File: config.mk
export PLATFORM = sky130hd
export DESIGN_NAME = reduce_gate_pipe
export DESIGN_NICKNAME = d
export VERILOG_FILES = /design/src/rtl/reduce_gate_pipe.sv
export SDC_FILE = /design/constraint.sdc
export NUM_CORES = 1
export LEC_CHECK = 0
export ABC_AREA = 0
export BUFFER_PORTS_ARGS = -buffer_cell sky130_fd_sc_hd__buf_2
export CORE_MARGIN = 2
export CORE_UTILIZATION = 57
export DETAILED_ROUTE_END_ITERATION = 12
export PLACE_DENSITY = 0.83
export SKIP_CTS_REPAIR_TIMING = 1
export SYNTH_ARGS = -nofsm -noshare
export SYNTH_HDL_FRONTEND = slang
export SYNTH_SLANG_ARGS = --single-unit
File: constraint.sdc
create_clock -name clk -period 2.05 [get_ports clk]
set_input_delay 0 -clock clk [delete_from_list [all_inputs] [get_ports clk]]
set_output_delay 0 -clock clk [all_outputs]
set_load 0.01 [all_outputs]
File: src/rtl/reduce_gate_pipe.sv
// Pipelined N-input AND/OR/XOR reduction (with inverted variants) behind valid/ready.
// One registered tree level per stage; the whole pipe stalls together when the output is held.
module reduce_gate_pipe #(
   parameter int N_IN  = 3,
   parameter int CNT_W = 16
) (
   input  logic             clk,
   input  logic             rst_n,
   input  logic             in_valid,
   output logic             in_ready,
   input  logic [N_IN-1:0]  in_data,
   input  logic [2:0]       in_mode,
   output logic             out_valid,
   input  logic             out_ready,
   output logic             out_z,
   output logic             out_err,
   output logic [CNT_W-1:0] res_cnt
);

   localparam int LAT    = (N_IN > 2) ? $clog2(N_IN) : 1;
   localparam int LEAVES = 1 << LAT;

   logic              advance;
   logic              pad;
   logic [LEAVES-1:0] leaves;
   logic [CNT_W-1:0]  res_cnt_q, res_cnt_d;

   function automatic logic base_op(input logic [2:0] m, input logic a, input logic b);
      case (m)
         3'b000, 3'b011: base_op = a & b;
         3'b001, 3'b100: base_op = a | b;
         default:        base_op = a ^ b;
      endcase
   endfunction

   assign advance  = !out_valid || out_ready;
   assign in_ready = advance;

   // Unused leaves carry the identity of the base op so they never change the result.
   always_comb begin
      pad               = (in_mode == 3'b000) || (in_mode == 3'b011);
      leaves            = {LEAVES{pad}};
      leaves[N_IN-1:0]  = in_data;
   end

   for (genvar k = 0; k < LAT; k++) begin : g_lvl
      localparam int WI = LEAVES >> k;
      localparam int WO = WI / 2;

      logic [WI-1:0] src;
      logic [2:0]    src_mode;
      logic          src_valid;
      logic [WO-1:0] red;
      logic [WO-1:0] d_d;
      logic [WO-1:0] d_q;
      logic [2:0]    mode_q;
      logic          valid_q;

      if (k == 0) begin : g_src
         assign src       = leaves;
         assign src_mode  = in_mode;
         assign src_valid = in_valid && advance;
      end else begin : g_src
         assign src       = g_lvl[k-1].d_q;
         assign src_mode  = g_lvl[k-1].mode_q;
         assign src_valid = g_lvl[k-1].valid_q;
      end

      always_comb begin
         red = '0;
         for (int i = 0; i < WO; i++) begin
            red[i] = base_op(src_mode, src[2*i], src[2*i+1]);
         end
      end

      // Inversion and reserved-mode squashing happen only on the last level.
      always_comb begin
         d_d = red;
         if (k == LAT - 1) begin
            if (src_mode[2:1] == 2'b11) begin
               d_d = '0;
            end else if ((src_mode == 3'b011) || (src_mode == 3'b100) || (src_mode == 3'b101)) begin
               d_d = ~red;
            end
         end
      end

      always_ff @(posedge clk or negedge rst_n) begin
         if (!rst_n) begin
            valid_q <= 1'b0;
            d_q     <= '0;
            mode_q  <= '0;
         end else if (advance) begin
            valid_q <= src_valid;
            if (src_valid) begin
               d_q    <= d_d;
               mode_q <= src_mode;
            end
         end
      end
   end

   assign out_valid = g_lvl[LAT-1].valid_q;
   assign out_z     = g_lvl[LAT-1].d_q[0];
   assign out_err   = (g_lvl[LAT-1].mode_q[2:1] == 2'b11);

   always_comb begin
      res_cnt_d = res_cnt_q;
      if (out_valid && out_ready) begin
         res_cnt_d = res_cnt_q + CNT_W'(1);
      end
   end

   always_ff @(posedge clk or negedge rst_n) begin
      if (!rst_n) begin
         res_cnt_q <= '0;
      end else begin
         res_cnt_q <= res_cnt_d;
      end
   end

   assign res_cnt = res_cnt_q;

endmodule

==> results.sh, run 1 <==
export IMPL_status="finished clean"
export IMPL_cts_root_buf="clkbuf_4"
export IMPL_worst_endpoint_arrival_ps=1650
export IMPL_path_class="in2reg"
export IMPL_fin_skew_ps=2.87
export IMPL_first_pass_iters=4
export IMPL_synth_warnings=0
export IMPL_overflow=0
export IMPL_clock_sinks=26
export IMPL_wl_um=2510
export IMPL_yosysTopAreaCellShare_pct=48.1
export IMPL_yosys_area_top_type="dfrtp_1"
export IMPL_rsz0062_at_grt="no"
export IMPL_die_width_um=52.7
export IMPL_vias=1064
export IMPL_grtUsageTotal_pct=21.1
export IMPL_critical_path_required_ps=2280
export IMPL_netlist_cell_type_count=29
export IMPL_syn_avg_cell_area_um2=10.2
export IMPL_syn2layout_area_growth_pct=18.3
export IMPL_grt_pass1_wl_um=4390
export IMPL_grt_max_degree=27
export IMPL_port_buffer_count=29
export IMPL_nets=185
export IMPL_detailed_place_hpwl_um=1930
export IMPL_io_pins=30
export IMPL_cap_violations=0
export IMPL_tightestPinTransition_ps=559
export IMPL_synth_area_um2=1350
export IMPL_fin_crit_ps=1420
export IMPL_viasPerCell=5.46
export IMPL_cp_start_kind="input port"
export IMPL_place_gp_congestion=0.775
export IMPL_final_setup_viol_count=0
export IMPL_synth_seq_cells=26
export IMPL_whs_ps=7.75
export IMPL_postSynthCellCount=133
export IMPL_cts_tree="done"
export IMPL_peakVddDrop_v=0.000612
export IMPL_wl_per_cell_um=12.9
export IMPL_cts_max_level=1
export IMPL_critPathMaxFanout=6
export IMPL_drive_gt1_share_pct=25.7
export IMPL_start_util_pct=60.5
export IMPL_yosysSeqAreaShare_pct=48.1
export IMPL_yosys_top_cells_area="dfrtp_1 (48%), xnor2_1 (7.1%), ha_1 (6.5%)"
export IMPL_power_density_nw_per_um2=916
export IMPL_placed_area_um2=1530
export IMPL_r2r_cells=4
export IMPL_finalMaxSlewViolations=0
export IMPL_grt_pass1_vias=1009
export IMPL_whs_path_depth=2
export IMPL_cts_buffers=3
export IMPL_ant_nets=0
export IMPL_core_area_um2=2230
export IMPL_rows=17
export IMPL_max_slew_margin_pct=62.7
export IMPL_fin_tns_setup_ps=0
export IMPL_timing_fmax_mhz=704
export IMPL_end_kind="flip-flop"
export IMPL_die_y_um=52.7
export IMPL_hold_class="in2reg"
export IMPL_diodes=0
export IMPL_antenna_found_initial=0
export IMPL_cts_reportedPaths_clkPinSlew_ps=140
export IMPL_postSynthNetCount=150
export IMPL_clock_latency_ps=310
export IMPL_clockBufferDepth=2
export IMPL_drt_iter0_markers=18
export IMPL_route_detailed_drc=0
export IMPL_fill_cells=172
export IMPL_hold_viol_final=0
export IMPL_dieArea_um2=2780
export IMPL_leakagePower_uw=0.000820
export IMPL_utilization_pct=71.6
export IMPL_final_area_um2=1600
export IMPL_min_period_over_period_pct=69.3
[layout make-up]
class	count	area, um^2	area share, %
clock buffer	3	22.5	1.41
clock inverter	1	30.0	1.88
inverter	12	45.0	2.82
multi-input combinational	94	651	40.7
sequential	26	651	40.7
tap	28	35.0	2.19
timing repair buffer	31	165	10.3
[cell usage after synthesis]
library cell   n
a32o_1         1
a21oi_1        4
or2_2          2
nor2b_1        4
nand4_2        1
mux2_2         4
a2bb2oi_1      1
nor2_1         9
a32oi_1        1
or2_4          1
and3_1         2
nand2_1       14
and2_1         1
xor2_1         4
clkbuf_2       1
o22ai_1        1
nand2b_1       2
ha_1           7
and4_1         1
nand4_1        4
xnor2_1       11
dfrtp_1       26
nor3_2         2
nand3_1        4
mux2i_1        2
inv_1         12
o21ai_0        7
a31oi_1        2
a21o_1         2
[registers in the layout, indices dropped and copies added, names as in the netlist]
signal         cells
res_cnt           16
g_lvl.mode_q       5
g_lvl.d_q          2
g_lvl.valid_q      1
out_valid          1
out_z              1
[cells by family after synthesis]
kind of cell | count (synthesis) | share of synthesized area, %
buffers and inverters | 13 | 3.70
xor gates and xnor gates | 15 | 9.72
adders and majority gates | 7 | 6.48
muxes | 6 | 4.81
DFF | 26 | 48.1
and+or+nand+nor | 47 | 18.5
AOI/OAI and AO/OA | 19 | 8.61
[per-layer routing]
layer / wire, um / GRT usage, % / up-vias
li1: - / - / 522
met1: 1070 / 26.6 / 507
met2: 1310 / 36.9 / 31
met4: 42 / 8.55 / 0
met5: 0 / 0 / -
met3: 89 / 2.00 / 4
[report_power, final]
group / internal (uW) / switching [uW]
sequential: 617 / 116
clock: 197 / 148
combinational: 189 / 196
total: 1000 / 461
[critical path, stage by stage]
cell and delay [ps]:
dlygate4sd3_1 530, buf_2 150, a21o_1 160, ha_1 180, a2bb2oi_1 130, or2_2 270, a32oi_1 220
[final timing paths]
kind / start / end / slack, ps
min: in_mode[1] / g_lvl[0].mode_q[1] / 8
min reg2reg: res_cnt[15] / res_cnt[15] / 480
min in group asynchronous: rst_n / res_cnt[9] / 190
max in group asynchronous: rst_n / res_cnt[13] / 1490
max: in_mode[2] / g_lvl[0].d_q[1] / 630
max reg2reg: out_valid / g_lvl[0].d_q[1] / 690
[layout by cell type, fill, tap and decap left out]
master / synthesis / final
and3_1: 2 / 2
and2_1: 1 / 1
o21ai_0: 7 / 7
a2bb2oi_1: 1 / 1
a32o_1: 1 / 1
mux2_2: 4 / 4
xor2_1: 4 / 4
or2_4: 1 / 1
and4_1: 1 / 1
bufinv_16: 0 / 1
ha_1: 7 / 7
buf_2: 0 / 29
xnor2_1: 11 / 11
a21oi_1: 4 / 4
nand2_1: 14 / 14
a32oi_1: 1 / 1
nor2b_1: 4 / 4
nor2_1: 9 / 9
nand4_2: 1 / 1
nand4_1: 4 / 4
clkbuf_4: 0 / 3
dlygate4sd3_1: 0 / 2
dfrtp_1: 26 / 26
nand2b_1: 2 / 2
nor3_2: 2 / 2
or2_2: 2 / 2
o22ai_1: 1 / 1
inv_1: 12 / 12
nand3_1: 4 / 4
a31oi_1: 2 / 2
a21o_1: 2 / 2
mux2i_1: 2 / 2
[through the flow]
stage / std cells / total power [uW] / setup slack, ps
global route: 195 / 1560 / 570
global placement: 189 / 1110 / 630
detailed placement: 189 / 1130 / 510
floorplan: 133 / 971 / 744
finish: 195 / 1460 / 629
CTS: 193 / 1480 / 673
No activity file was read; power rests on OpenSTA's default activity.
==> run 2, diff against run 1 <==
- CORE_UTILIZATION: 57 -> 53
- PLACE_DENSITY: 0.83 -> 0.78
- clock period: 2.05 -> 1.4 ns (I/O delays scaled with it)
==> results.sh, run 2 (synthesis gave the netlist of run 1 again) <==
export IMPL_die_width_um=54.5
export IMPL_overflow=0
export IMPL_diodes=0
export IMPL_clock_sinks=26
export IMPL_crit_chain="ha_1 > nand3_1 > or2_4 > nor3_2 > xor2_1"
export IMPL_end_kind="flip-flop"
export IMPL_worst_endpoint_arrival_ps=1590
export IMPL_peakVddDrop_v=0.00111
export IMPL_final_setup_viol_count=0
export IMPL_hold_viol_final=0
export IMPL_crit_slowest_cell="dfrtp_1"
export IMPL_cts_root_buf="clkbuf_4"
export IMPL_fin_ws_ps=75.8
export IMPL_start_util_pct=55.0
export IMPL_place_gp_congestion=0.731
export IMPL_status="finished clean"
export IMPL_cts_buffers=3
export IMPL_final_cell_mix="buf_2 (29), dfrtp_1 (26), nand2_1 (14), inv_1 (11), xnor2_1 (11)"
export IMPL_max_stage_delay_ps=410
export IMPL_grtUsageTotal_pct=20.4
export IMPL_viasPerCell=5.39
export IMPL_path_class="reg2reg"
export IMPL_cts_max_level=1
export IMPL_critPathMaxFanout=4
export IMPL_die_y_um=54.5
export IMPL_hold_class="in2reg"
export IMPL_detailed_place_hpwl_um=2060
export IMPL_critPathTopFamily="simple AND/OR/NAND/NOR gates"
export IMPL_antenna_found_initial=0
export IMPL_cts_reportedPaths_clkPinSlew_ps=140
export IMPL_fin_total_pwr_uw=2280
export IMPL_io_pins=30
export IMPL_port_buffer_count=29
export IMPL_critical_path_required_ps=1670
export IMPL_finalMaxSlewViolations=0
export IMPL_min_period_over_period_pct=94.6
export IMPL_whs_ps=32.2
export IMPL_vias=1116
export IMPL_cap_violations=0
export IMPL_ant_nets=0
export IMPL_critical_path_buf_inv_count=0
export IMPL_final_common_cell="buf_2"
export IMPL_fin_tns_setup_ps=0
export IMPL_first_pass_iters=4
export IMPL_dieArea_um2=2970
export IMPL_leakagePower_uw=0.000873
export IMPL_pre_cts_ws_ps=-49.3
export IMPL_nets=195
export IMPL_largest_reg_flops=16
export IMPL_wl_per_cell_um=13.3
export IMPL_grt_pass1_vias=1037
export IMPL_max_slew_margin_pct=62.2
export IMPL_clock_latency_ps=330
export IMPL_tightestPinTransition_ps=568
export IMPL_grt_pass1_wl_um=4200
export IMPL_drt_iter0_markers=11
export IMPL_grt_max_degree=27
export IMPL_drive_gt1_share_pct=31.1
export IMPL_cp_start_kind="flip-flop"
export IMPL_rows=18
export IMPL_power_density_nw_per_um2=1340
export IMPL_core_area_um2=2450
export IMPL_wl_um=2750
export IMPL_route_detailed_drc=0
export IMPL_cts_tree="done"
export IMPL_fin_skew_ps=5.35
export IMPL_clockBufferDepth=2
export IMPL_syn2layout_area_growth_pct=25.5
export IMPL_timing_fmax_mhz=755
export IMPL_fin_crit_ps=1320
run 2: cell count changes in the layout (fill, tap and decap cells not counted), sizes merged:
| cell | previous run | this run |
|---|---|---|
| buf | 29 | 39 |
run 2: path summary, 6_finish.rpt:
path / startpoint / to / slack [ps] / depth (start not counted)
worst max-delay path: res_cnt[1] / res_cnt[14] / 80 / 5
min in group asynchronous: rst_n / res_cnt[9] / 170 / 2
worst max register to register: res_cnt[1] / res_cnt[14] / 80 / 5
worst min register to register: res_cnt[15] / res_cnt[15] / 490 / 1
worst min-delay path: in_mode[1] / g_lvl[0].mode_q[1] / 30 / 3
max in group asynchronous: rst_n / res_cnt[1] / 850 / 2
run 2: layer usage:
metal / share of wire (%) / routed length, um / track usage [%] / vias up
li1: - / - / - / 533
met1: 39 / 1080 / 20.5 / 536
met2: 54 / 1490 / 40.2 / 40
met3: 3.7 / 101 / 1.64 / 7
met4: 2.9 / 79 / 11.7 / 0
met5: 0 / 0 / 0 / -
run 2: stage by stage:
stage | instance area (um^2) | instances | utilization (%)
after floorplan | 1350 | 133 | -
after global placement | 1580 | 198 | 64.4
after detailed placement | 1580 | 198 | 64.4
after CTS | 1630 | 202 | 66.6
after global routing | 1700 | 207 | 69.1
final | 1700 | 207 | 69.1
run 2: layout make-up:
class,instances,area (um^2)
sequential,26,651
multi-input combinational,94,669
fill,200,759
timing repair buffer,41,240
clock inverter,1,30.0
tap,30,37.5
clock buffer,3,22.5
inverter,12,45.0
run 2: where the power goes:
| group | total, uW | switching (uW) | internal [uW] |
|---|---|---|---|
| Combinational | 710 | 351 | 358 |
| Clock | 523 | 233 | 290 |
| Sequential | 1050 | 141 | 904 |
| Total | 2280 | 725 | 1550 |
run 2: tightest hold or removal path, stage by stage:
cell and delay, ps:
buf_2 80, buf_4 120, mux2_2 140
==> run 3, diff against run 2 <==
- CORE_UTILIZATION: 53 -> 48
- PLACE_DENSITY: 0.78 -> 0.75
- SKIP_LAST_GASP: default -> 1
- clock period: 1.4 -> 1.2 ns (I/O delays scaled with it)
==> results.sh, run 3 (synthesis gave the netlist of run 1 again) <==
export IMPL_detailed_place_hpwl_um=2130
export IMPL_fin_ws_ps=-96.8
export IMPL_cts_max_level=1
export IMPL_clock_latency_ps=310
export IMPL_final_common_cell="buf_2"
export IMPL_cts_reportedPaths_clkPinSlew_ps=140
export IMPL_leakagePower_uw=0.000962
export IMPL_cts_tree="done"
export IMPL_rows=19
export IMPL_dieArea_um2=3260
export IMPL_power_density_nw_per_um2=1440
export IMPL_first_pass_iters=4
export IMPL_hold_class="in2reg"
export IMPL_drive_gt1_share_pct=40.6
export IMPL_end_kind="flip-flop"
export IMPL_wl_per_cell_um=12.3
export IMPL_tightestPinTransition_ps=571
export IMPL_wl_um=2730
export IMPL_route_detailed_drc=0
export IMPL_die_y_um=57.1
export IMPL_io_pins=30
export IMPL_clock_sinks=26
export IMPL_final_setup_viol_count=5
export IMPL_r2r_cells=5
export IMPL_port_buffer_count=29
export IMPL_utilization_pct=67.6
export IMPL_path_class="reg2reg"
export IMPL_cts_root_buf="clkbuf_4"
export IMPL_multiInputGateArea_um2=706
export IMPL_worst_endpoint_arrival_ps=1510
export IMPL_timing_fmax_mhz=771
export IMPL_cp_start_kind="flip-flop"
export IMPL_violations="setup timing"
export IMPL_fill_cells=210
export IMPL_core_area_um2=2710
export IMPL_whs_path_depth=3
export IMPL_antenna_found_initial=0
export IMPL_diodes=0
export IMPL_grt_max_degree=27
export IMPL_overflow=0
export IMPL_fin_skew_ps=3.71
export IMPL_rsz0062_at_grt="yes"
export IMPL_ant_nets=0
export IMPL_min_period_over_period_pct=108
export IMPL_seqCellArea_um2=652
export IMPL_grtUsageTotal_pct=18.4
export IMPL_cts_buffers=3
export IMPL_max_slew_margin_pct=61.9
export IMPL_vias=1127
export IMPL_critical_path_required_ps=1410
export IMPL_start_util_pct=49.9
export IMPL_hold_viol_final=0
export IMPL_cap_violations=0
export IMPL_fin_crit_ps=1300
export IMPL_crit_chain="ha_1 > nand3_2 > or2_4 > buf_4 > xnor2_2"
export IMPL_crit_slowest_cell="dfrtp_1"
export IMPL_status="finished with violations"
export IMPL_finalMaxSlewViolations=0
export IMPL_viasPerCell=5.05
export IMPL_grt_pass1_vias=1153
export IMPL_grt_pass1_wl_um=4680
export IMPL_max_stage_delay_ps=400
export IMPL_clockBufferDepth=2
export IMPL_drt_iter0_markers=22
export IMPL_peakVddDrop_v=0.00131
export IMPL_final_cell_mix="buf_2 (29), dfrtp_1 (25), buf_4 (24), nand2_1 (13)"
export IMPL_nets=210
export IMPL_place_gp_congestion=0.744
export IMPL_syn2layout_area_growth_pct=35.6
export IMPL_critPathMaxFanout=3
export IMPL_die_width_um=57.1
export IMPL_largest_reg_flops=16
export IMPL_fin_tns_setup_ps=-333
run 3: worst max-delay path, delay by kind of cell (launching register included):
| family | cells | cell delay (ps) |
|---|---|---|
| xor+xnor | 1 | 120 |
| buf+inv | 1 | 140 |
| simple gates | 2 | 370 |
| flops | 1 | 400 |
| fa+ha+maj | 1 | 170 |
run 3: area by class of cell:
cell class	count	share of cell area, %
Tap cell	31	2.12
Sequential cell	26	35.6
Inverter	12	2.46
Timing Repair Buffer	56	19.4
Clock buffer	4	1.98
Multi-Input combinational cell	94	38.5
run 3: layer usage:
layer	track usage [%]	share of wire (%)
met4	8.64	0.44
met1	20.4	42
met5	0	0
met2	35.0	55
met3	1.59	2.5
run 3: report_power, final:
group,internal (uW),switching [uW]
Sequential,1060,136
Combinational,540,469
Clock,185,251
run 3: metrics by stage:
step	setup WS, ps	hold WS (ps)	instances	power, uW	area, um^2
after floorplan	-78.1	-296	133	1680	1380
after global routing	-162	67.9	223	2820	1830
after CTS	-132	-332	217	2600	1740
final	-96.8	58.7	223	2640	1830
after detailed placement	-144	29.6	213	2160	1710
after global placement	-102	21.4	213	2110	1710
run 3: worst paths after layout:
path | from | endpoint | slack (ps)
setup / recovery | res_cnt[1] | res_cnt[6] | -100
hold / removal | in_mode[2] | g_lvl[0].d_q[1] | 60
setup reg to reg | res_cnt[1] | res_cnt[6] | -100
hold reg to reg | res_cnt[15] | res_cnt[15] | 480
max in group asynchronous | rst_n | out_valid | 600
min in group asynchronous | rst_n | res_cnt[13] | 190
